`config.mk`:
```
export PLATFORM = sky130hd
export DESIGN_NAME = cpu_run_seq
export DESIGN_NICKNAME = d
export VERILOG_FILES = /design/src/rtl/cpu_run_seq.sv
export SDC_FILE = /design/constraint.sdc
export NUM_CORES = 1
export LEC_CHECK = 0
export CORE_AREA = 4 4 74 145
export CTS_BUF_LIST = sky130_fd_sc_hd__clkbuf_4
export CTS_CLUSTER_DIAMETER = 200
export DETAILED_ROUTE_END_ITERATION = 10
export DIE_AREA = 0 0 78 149
export PLACE_DENSITY = 0.85
export SLEW_MARGIN = 20
export SYNTH_ARGS = -nofsm -noshare
export SYNTH_HDL_FRONTEND = slang
export SYNTH_SLANG_ARGS = --single-unit
```
`constraint.sdc`:
```
create_clock -name clk -period 3.7 [get_ports clk]
set_clock_uncertainty 0.15 [all_clocks]
set_input_delay 0.74 -clock clk [delete_from_list [all_inputs] [get_ports clk]]
set_output_delay 0.74 -clock clk [all_outputs]
set_load 0.05 [all_outputs]
```
`src/rtl/cpu_run_seq.sv`:
```
// cpu_run_seq: host-driven run sequencer for the soft CPU.
// Accepts RESET / RUN / STEP / STOP commands over a valid/ready handshake.
// It drives the CPU reset and clock-enable, and reports state, halt cause,
// the enabled-cycle count and completion pulses.
// Optional RUN watchdog: define CPU_RUN_WDOG_EN to add the WDOG_CYCLES
// parameter, the wdog_trip port and the RUN timeout.
module cpu_run_seq #(
  parameter int unsigned CNT_W       = 32,
  parameter int unsigned RST_CYCLES  = 16
`ifdef CPU_RUN_WDOG_EN
  ,
  parameter int unsigned WDOG_CYCLES = 1000000
`endif
) (
  input  logic             clk,
  input  logic             rst_n,
  input  logic             cmd_valid,
  output logic             cmd_ready,
  input  logic [1:0]       cmd_op,
  input  logic [CNT_W-1:0] cmd_arg,
  input  logic             cpu_halt,
  output logic             cpu_rst_n,
  output logic             cpu_en,
  output logic [2:0]       state,
  output logic             alive,
  output logic [CNT_W-1:0] cycles,
  output logic [1:0]       halt_cause,
  output logic             done,
  output logic             cmd_err
`ifdef CPU_RUN_WDOG_EN
  ,
  output logic             wdog_trip
`endif
);

  typedef enum logic [2:0] {
    ST_IDLE   = 3'd0,
    ST_RESET  = 3'd1,
    ST_HALTED = 3'd2,
    ST_RUN    = 3'd3,
    ST_STEP   = 3'd4
  } state_e;

  localparam logic [1:0] OP_RESET = 2'b00;
  localparam logic [1:0] OP_RUN   = 2'b01;
  localparam logic [1:0] OP_STEP  = 2'b10;
  localparam logic [1:0] OP_STOP  = 2'b11;

  localparam logic [1:0] CAUSE_NONE = 2'b00;
  localparam logic [1:0] CAUSE_HALT = 2'b01;
  localparam logic [1:0] CAUSE_HOST = 2'b10;
  localparam logic [1:0] CAUSE_STEP = 2'b11;

  localparam int unsigned      RST_W    = $clog2(RST_CYCLES + 1);
  localparam logic [RST_W-1:0] RST_LOAD = RST_W'(RST_CYCLES);
  localparam logic [CNT_W-1:0] CNT_MAX  = {CNT_W{1'b1}};

  state_e           state_q, state_d;
  logic [CNT_W-1:0] cycles_q, cycles_d;
  logic [1:0]       halt_cause_q, halt_cause_d;
  logic [CNT_W-1:0] rem_q, rem_d;
  logic [RST_W-1:0] rst_cnt_q, rst_cnt_d;
  logic             done_q, done_d;
  logic             cmd_err_q, cmd_err_d;
  logic             cpu_rst_n_q, cpu_rst_n_d;
  logic             cpu_en_q, cpu_en_d;
  logic             accept_s;
  logic             wdog_hit_s;

  assign cmd_ready  = (state_q != ST_RESET);
  assign accept_s   = cmd_valid & cmd_ready;
  assign state      = state_q;
  assign cycles     = cycles_q;
  assign halt_cause = halt_cause_q;
  assign done       = done_q;
  assign cmd_err    = cmd_err_q;
  assign cpu_rst_n  = cpu_rst_n_q;
  assign cpu_en     = cpu_en_q;
  assign alive      = cpu_en_q;

  // Command decode, state transitions and counter updates
  always_comb begin
    state_d      = state_q;
    cycles_d     = cycles_q;
    halt_cause_d = halt_cause_q;
    rem_d        = rem_q;
    rst_cnt_d    = rst_cnt_q;
    cmd_err_d    = 1'b0;
    case (state_q)
      ST_IDLE: begin
        if (accept_s) begin
          if (cmd_op == OP_RESET) begin
            state_d      = ST_RESET;
            rst_cnt_d    = RST_LOAD;
            cycles_d     = CNT_W'(0);
            halt_cause_d = CAUSE_NONE;
          end else begin
            cmd_err_d = 1'b1;
          end
        end else begin
          state_d = ST_IDLE;
        end
      end
      ST_RESET: begin
        // counter was loaded with RST_CYCLES on entry; leave on its last cycle
        if (rst_cnt_q <= RST_W'(1)) begin
          state_d   = ST_HALTED;
          rst_cnt_d = RST_W'(0);
        end else begin
          rst_cnt_d = rst_cnt_q - RST_W'(1);
        end
      end
      ST_HALTED: begin
        if (accept_s) begin
          case (cmd_op)
            OP_RESET: begin
              state_d      = ST_RESET;
              rst_cnt_d    = RST_LOAD;
              cycles_d     = CNT_W'(0);
              halt_cause_d = CAUSE_NONE;
            end
            OP_RUN: begin
              state_d = ST_RUN;
            end
            OP_STEP: begin
              if (cmd_arg != CNT_W'(0)) begin
                state_d = ST_STEP;
                rem_d   = cmd_arg;
              end else begin
                cmd_err_d = 1'b1;
              end
            end
            default: begin
              // STOP while already halted
              cmd_err_d = 1'b1;
            end
          endcase
        end else begin
          state_d = ST_HALTED;
        end
      end
      ST_RUN, ST_STEP: begin
        if (cycles_q != CNT_MAX) begin
          cycles_d = cycles_q + CNT_W'(1);
        end else begin
          cycles_d = cycles_q;
        end
        if (state_q == ST_STEP) begin
          rem_d = rem_q - CNT_W'(1);
        end else begin
          rem_d = rem_q;
        end
        // exit priority: host RESET, CPU halt, host STOP, step done, watchdog
        if (accept_s && (cmd_op == OP_RESET)) begin
          state_d      = ST_RESET;
          rst_cnt_d    = RST_LOAD;
          cycles_d     = CNT_W'(0);
          halt_cause_d = CAUSE_NONE;
        end else if (cpu_halt) begin
          state_d      = ST_HALTED;
          halt_cause_d = CAUSE_HALT;
        end else if (accept_s && (cmd_op == OP_STOP)) begin
          state_d      = ST_HALTED;
          halt_cause_d = CAUSE_HOST;
        end else if ((state_q == ST_STEP) && (rem_q == CNT_W'(1))) begin
          state_d      = ST_HALTED;
          halt_cause_d = CAUSE_STEP;
        end else if (wdog_hit_s) begin
          state_d      = ST_HALTED;
          halt_cause_d = CAUSE_HOST;
        end else begin
          state_d = state_q;
        end
        if (accept_s && ((cmd_op == OP_RUN) || (cmd_op == OP_STEP))) begin
          cmd_err_d = 1'b1;
        end else begin
          cmd_err_d = 1'b0;
        end
      end
      default: begin
        state_d = ST_IDLE;
      end
    endcase
  end

  // Output decode from the next state so the CPU controls come straight from flops
  always_comb begin
    done_d      = (state_d == ST_HALTED) &&
                  ((state_q == ST_RUN) || (state_q == ST_STEP));
    cpu_en_d    = (state_d == ST_RUN) || (state_d == ST_STEP);
    cpu_rst_n_d = (state_d != ST_IDLE) && (state_d != ST_RESET);
  end

  // Sequencer state and registered status outputs
  always_ff @(posedge clk or negedge rst_n) begin
    if (!rst_n) begin
      state_q      <= ST_IDLE;
      cycles_q     <= CNT_W'(0);
      halt_cause_q <= CAUSE_NONE;
      rem_q        <= CNT_W'(0);
      rst_cnt_q    <= RST_W'(0);
      done_q       <= 1'b0;
      cmd_err_q    <= 1'b0;
      cpu_rst_n_q  <= 1'b0;
      cpu_en_q     <= 1'b0;
    end else begin
      state_q      <= state_d;
      cycles_q     <= cycles_d;
      halt_cause_q <= halt_cause_d;
      rem_q        <= rem_d;
      rst_cnt_q    <= rst_cnt_d;
      done_q       <= done_d;
      cmd_err_q    <= cmd_err_d;
      cpu_rst_n_q  <= cpu_rst_n_d;
      cpu_en_q     <= cpu_en_d;
    end
  end

`ifdef CPU_RUN_WDOG_EN
  localparam int unsigned     WD_W    = $clog2(WDOG_CYCLES + 1);
  localparam logic [WD_W-1:0] WD_LAST = WD_W'(WDOG_CYCLES - 1);

  logic [WD_W-1:0] wdog_cnt_q, wdog_cnt_d;
  logic            wdog_trip_q, wdog_trip_d;
  logic            wdog_take_s;

  assign wdog_trip = wdog_trip_q;

  // Watchdog expiry: this is the WDOG_CYCLES-th consecutive RUN cycle
  always_comb begin
    wdog_hit_s = (state_q == ST_RUN) && (wdog_cnt_q == WD_LAST);
  end

  // Watchdog counter and sticky trip flag (trip only when no higher exit won)
  always_comb begin
    wdog_take_s = wdog_hit_s && (state_d == ST_HALTED) && !cpu_halt &&
                  !(accept_s && (cmd_op == OP_STOP));
    if ((state_d == ST_RUN) && (state_q != ST_RUN)) begin
      wdog_cnt_d = WD_W'(0);
    end else if (state_q == ST_RUN) begin
      wdog_cnt_d = wdog_cnt_q + WD_W'(1);
    end else begin
      wdog_cnt_d = wdog_cnt_q;
    end
    if ((state_d == ST_RESET) && (state_q != ST_RESET)) begin
      wdog_trip_d = 1'b0;
    end else if (wdog_take_s) begin
      wdog_trip_d = 1'b1;
    end else begin
      wdog_trip_d = wdog_trip_q;
    end
  end

  // Watchdog registers
  always_ff @(posedge clk or negedge rst_n) begin
    if (!rst_n) begin
      wdog_cnt_q  <= WD_W'(0);
      wdog_trip_q <= 1'b0;
    end else begin
      wdog_cnt_q  <= wdog_cnt_d;
      wdog_trip_q <= wdog_trip_d;
    end
  end
`else
  // RUN is unbounded without the watchdog
  always_comb begin
    wdog_hit_s = 1'b0;
  end
`endif

endmodule

```
==> out/qor.csv <==
metric,value,unit
status,"finished, final reports clean",
drcViolationCount,0,
synth_nets,621,
die_h,149,µm
worst_pin_slew,1020,ps
setup_tns,0,ps
rsz0062_at_grt,no,
netlist_area,4740,µm²
r2r_cells,5,
crit_family,buffers and inverters,
endpoint_kind,output pin,
setup.worst_path.start_class,flip-flop,
rows,51,
crit_arrival,2560,ps
r2r_start,rem_q[9],
routed_wl,14100,µm
nets,695,
cts_resized,0,
clock-sinks,78,
port_buffers,80,
layout_commonest_cell,clkdlybuf4s50_1,
relSlewSlack,32.1,%
grt_pass1_vias,4867,
cts_buffers,9,
worstPathMaxFanout,13,
antenna_found_initial,0,
vias,5000,
synth_ff_type,dfrtp_1,
clk_pin_slew_worst_paths,120,ps
final.min_clock_period,3450,ps
grt_pass1_wl,22800,µm
slowest_delay,760,ps
cts_tree,built,
cp.required,2810,ps
final_core_util,60.2,%
avgRoutedWirePerCell,18.0,µm
cts.path.max_buffers,2,
hold_path.class,primary input to async pin,
vias_per_cell,6.40,
async_reset_ff_share,100,%
drtPass1Iterations,8,
synth_area_per_cell,8.28,µm²
syn2layout_area_growth,22.3,%
gp_congestion,0.984,
fillerInstances,816,
r2r_slack,740,ps
p_per_area,539,nW/µm²
drtAntennaViolNets,0,
mostFrequentLayoutCells,"clkdlybuf4s50_1 (79), dfrtp_1 (78), nor2_1 (64)",
ys_seq_area_share,41.2,%
grt_max_degree,79,
floorplan.die_area,11600,µm²
drv_cap,0,
synth_cells,573,
overflow,0,
drive_gt1_share,6.47,%
min_period_over_period,93.1,%
h-tree-depth,3,
drv_slew,0,
cts_setup_buffers,0,
cts_root_buffer,clkbuf_4,
setup_viol,0,
path_cells,nor3b_1 > inv_1 > clkdlybuf4s50_1,
yosysWarningCount,0,
io-pin-count,81,
ir_drop,299,µV
track_usage,24.4,%
critPathBufInv,2,
total_leakage_power,2.23,nW
clock_latency,440,ps
hpwlAfterDp,10400,µm
synth-seq-cells,78,
core,9640,µm²
die_x,78,µm
instances_no_fill,781,
initial_core_util,49.2,%
critical_path_class,flip-flop to output pin,
ys_types,53,
dpl.cell_count,768,
fmax,290,MHz
synth_edf_count,0,
r2r-end,alive,
slowest_stage,clkdlybuf4s50_1,
antenna_cells,0,
cts_hold_buf,0,
drt_iter0_markers,498,
hold_viol,0,
synthesized netlist by cell type (all sizes together), types with 7 or more instances:
cell,number,area (µm²)
or2,8,50.1
nand2,50,188
nand4,12,75.1
a21oi,52,260
or3,10,63.8
a31oi,11,68.8
xnor2,13,114
ha,10,125
nor2,65,244
o2bb2ai,7,61.3
a22oi,7,52.6
nand3,24,120
o22a,7,61.3
o21ai,50,250
nor3,24,120
clkbuf,27,101
nor4,26,163
dfrtp,78,1950
o22ai,7,43.8
inv,15,56.3
worst register-to-register path: stages (launching register included):
cell	delay (ps)
dfrtp_1	470
nor4_1	680
nand4_1	320
or2_2	380
o311ai_0	670
a22o_1	230
cell type report:
class                      count  area, µm²  area share [%]
tap                          132        165            2.85
clock buffer                   9       67.6            1.16
sequential                    78       1950            33.6
multi-input combinational    450       2630            45.2
timing repair buffer          93        896            15.4
inverter                      15       56.3           0.970
clock inverter                 4       41.3           0.712
sequential cells by signal, summed over array words and instances (netlist names):
signal / flops
alive: 1
rst_cnt_q: 5
cpu_rst_n: 1
cmd_err: 1
state: 3
done: 1
cycles: 32
halt_cause: 2
rem_q: 32
power by group:
part           internal (mW)  switching (mW)
Combinational          0.493           0.791
Sequential              1.08           0.286
Clock                  0.189           0.287
Total                   1.77            1.36
routing by layer:
layer	part of all wire, %	up-vias	GRT usage (%)
met5	0	-	0
met2	54	276	45.4
met1	35	2366	25.0
met3	5.7	73	3.57
met4	5.3	0	15.1
li1	-	2285	-
worst max path at each step:
stage / end / cells after the start / startpoint
floorplan: cycles[5] / 9 / cycles[0]
global placement: rem_q[31] / 8 / cmd_arg[24]
detailed placement: cycles[13] / 10 / cmd_op[0]
CTS: cmd_ready / 3 / state[0]
global route: cmd_ready / 3 / state[0]
finish: cmd_ready / 3 / state[0]
stage by stage:
step	total power [mW]	setup slack, ps	hold WS, ps	instance area, µm²
after floorplan	2.20	687	294	4740
after detailed placement	2.64	389	337	5690
after global placement	2.58	471	329	5690
after CTS	3.11	285	337	5800
final	3.13	253	314	5800
after global routing	3.32	94.2	377	5800
kinds of logic (layout without fill, tap and decap cells):
logic type	count (synthesis)	count (layout)	synth area share, %
xor gates and xnor gates	13	13	2.40
buffers and inverters	45	121	3.69
and+or+nand+nor	247	247	26.4
AOI/OAI and AO/OA	176	176	22.9
adders and majority gates	10	10	2.64
muxes	4	4	0.870
DFF	78	78	41.2
No activity file was read; power rests on OpenSTA's default activity.
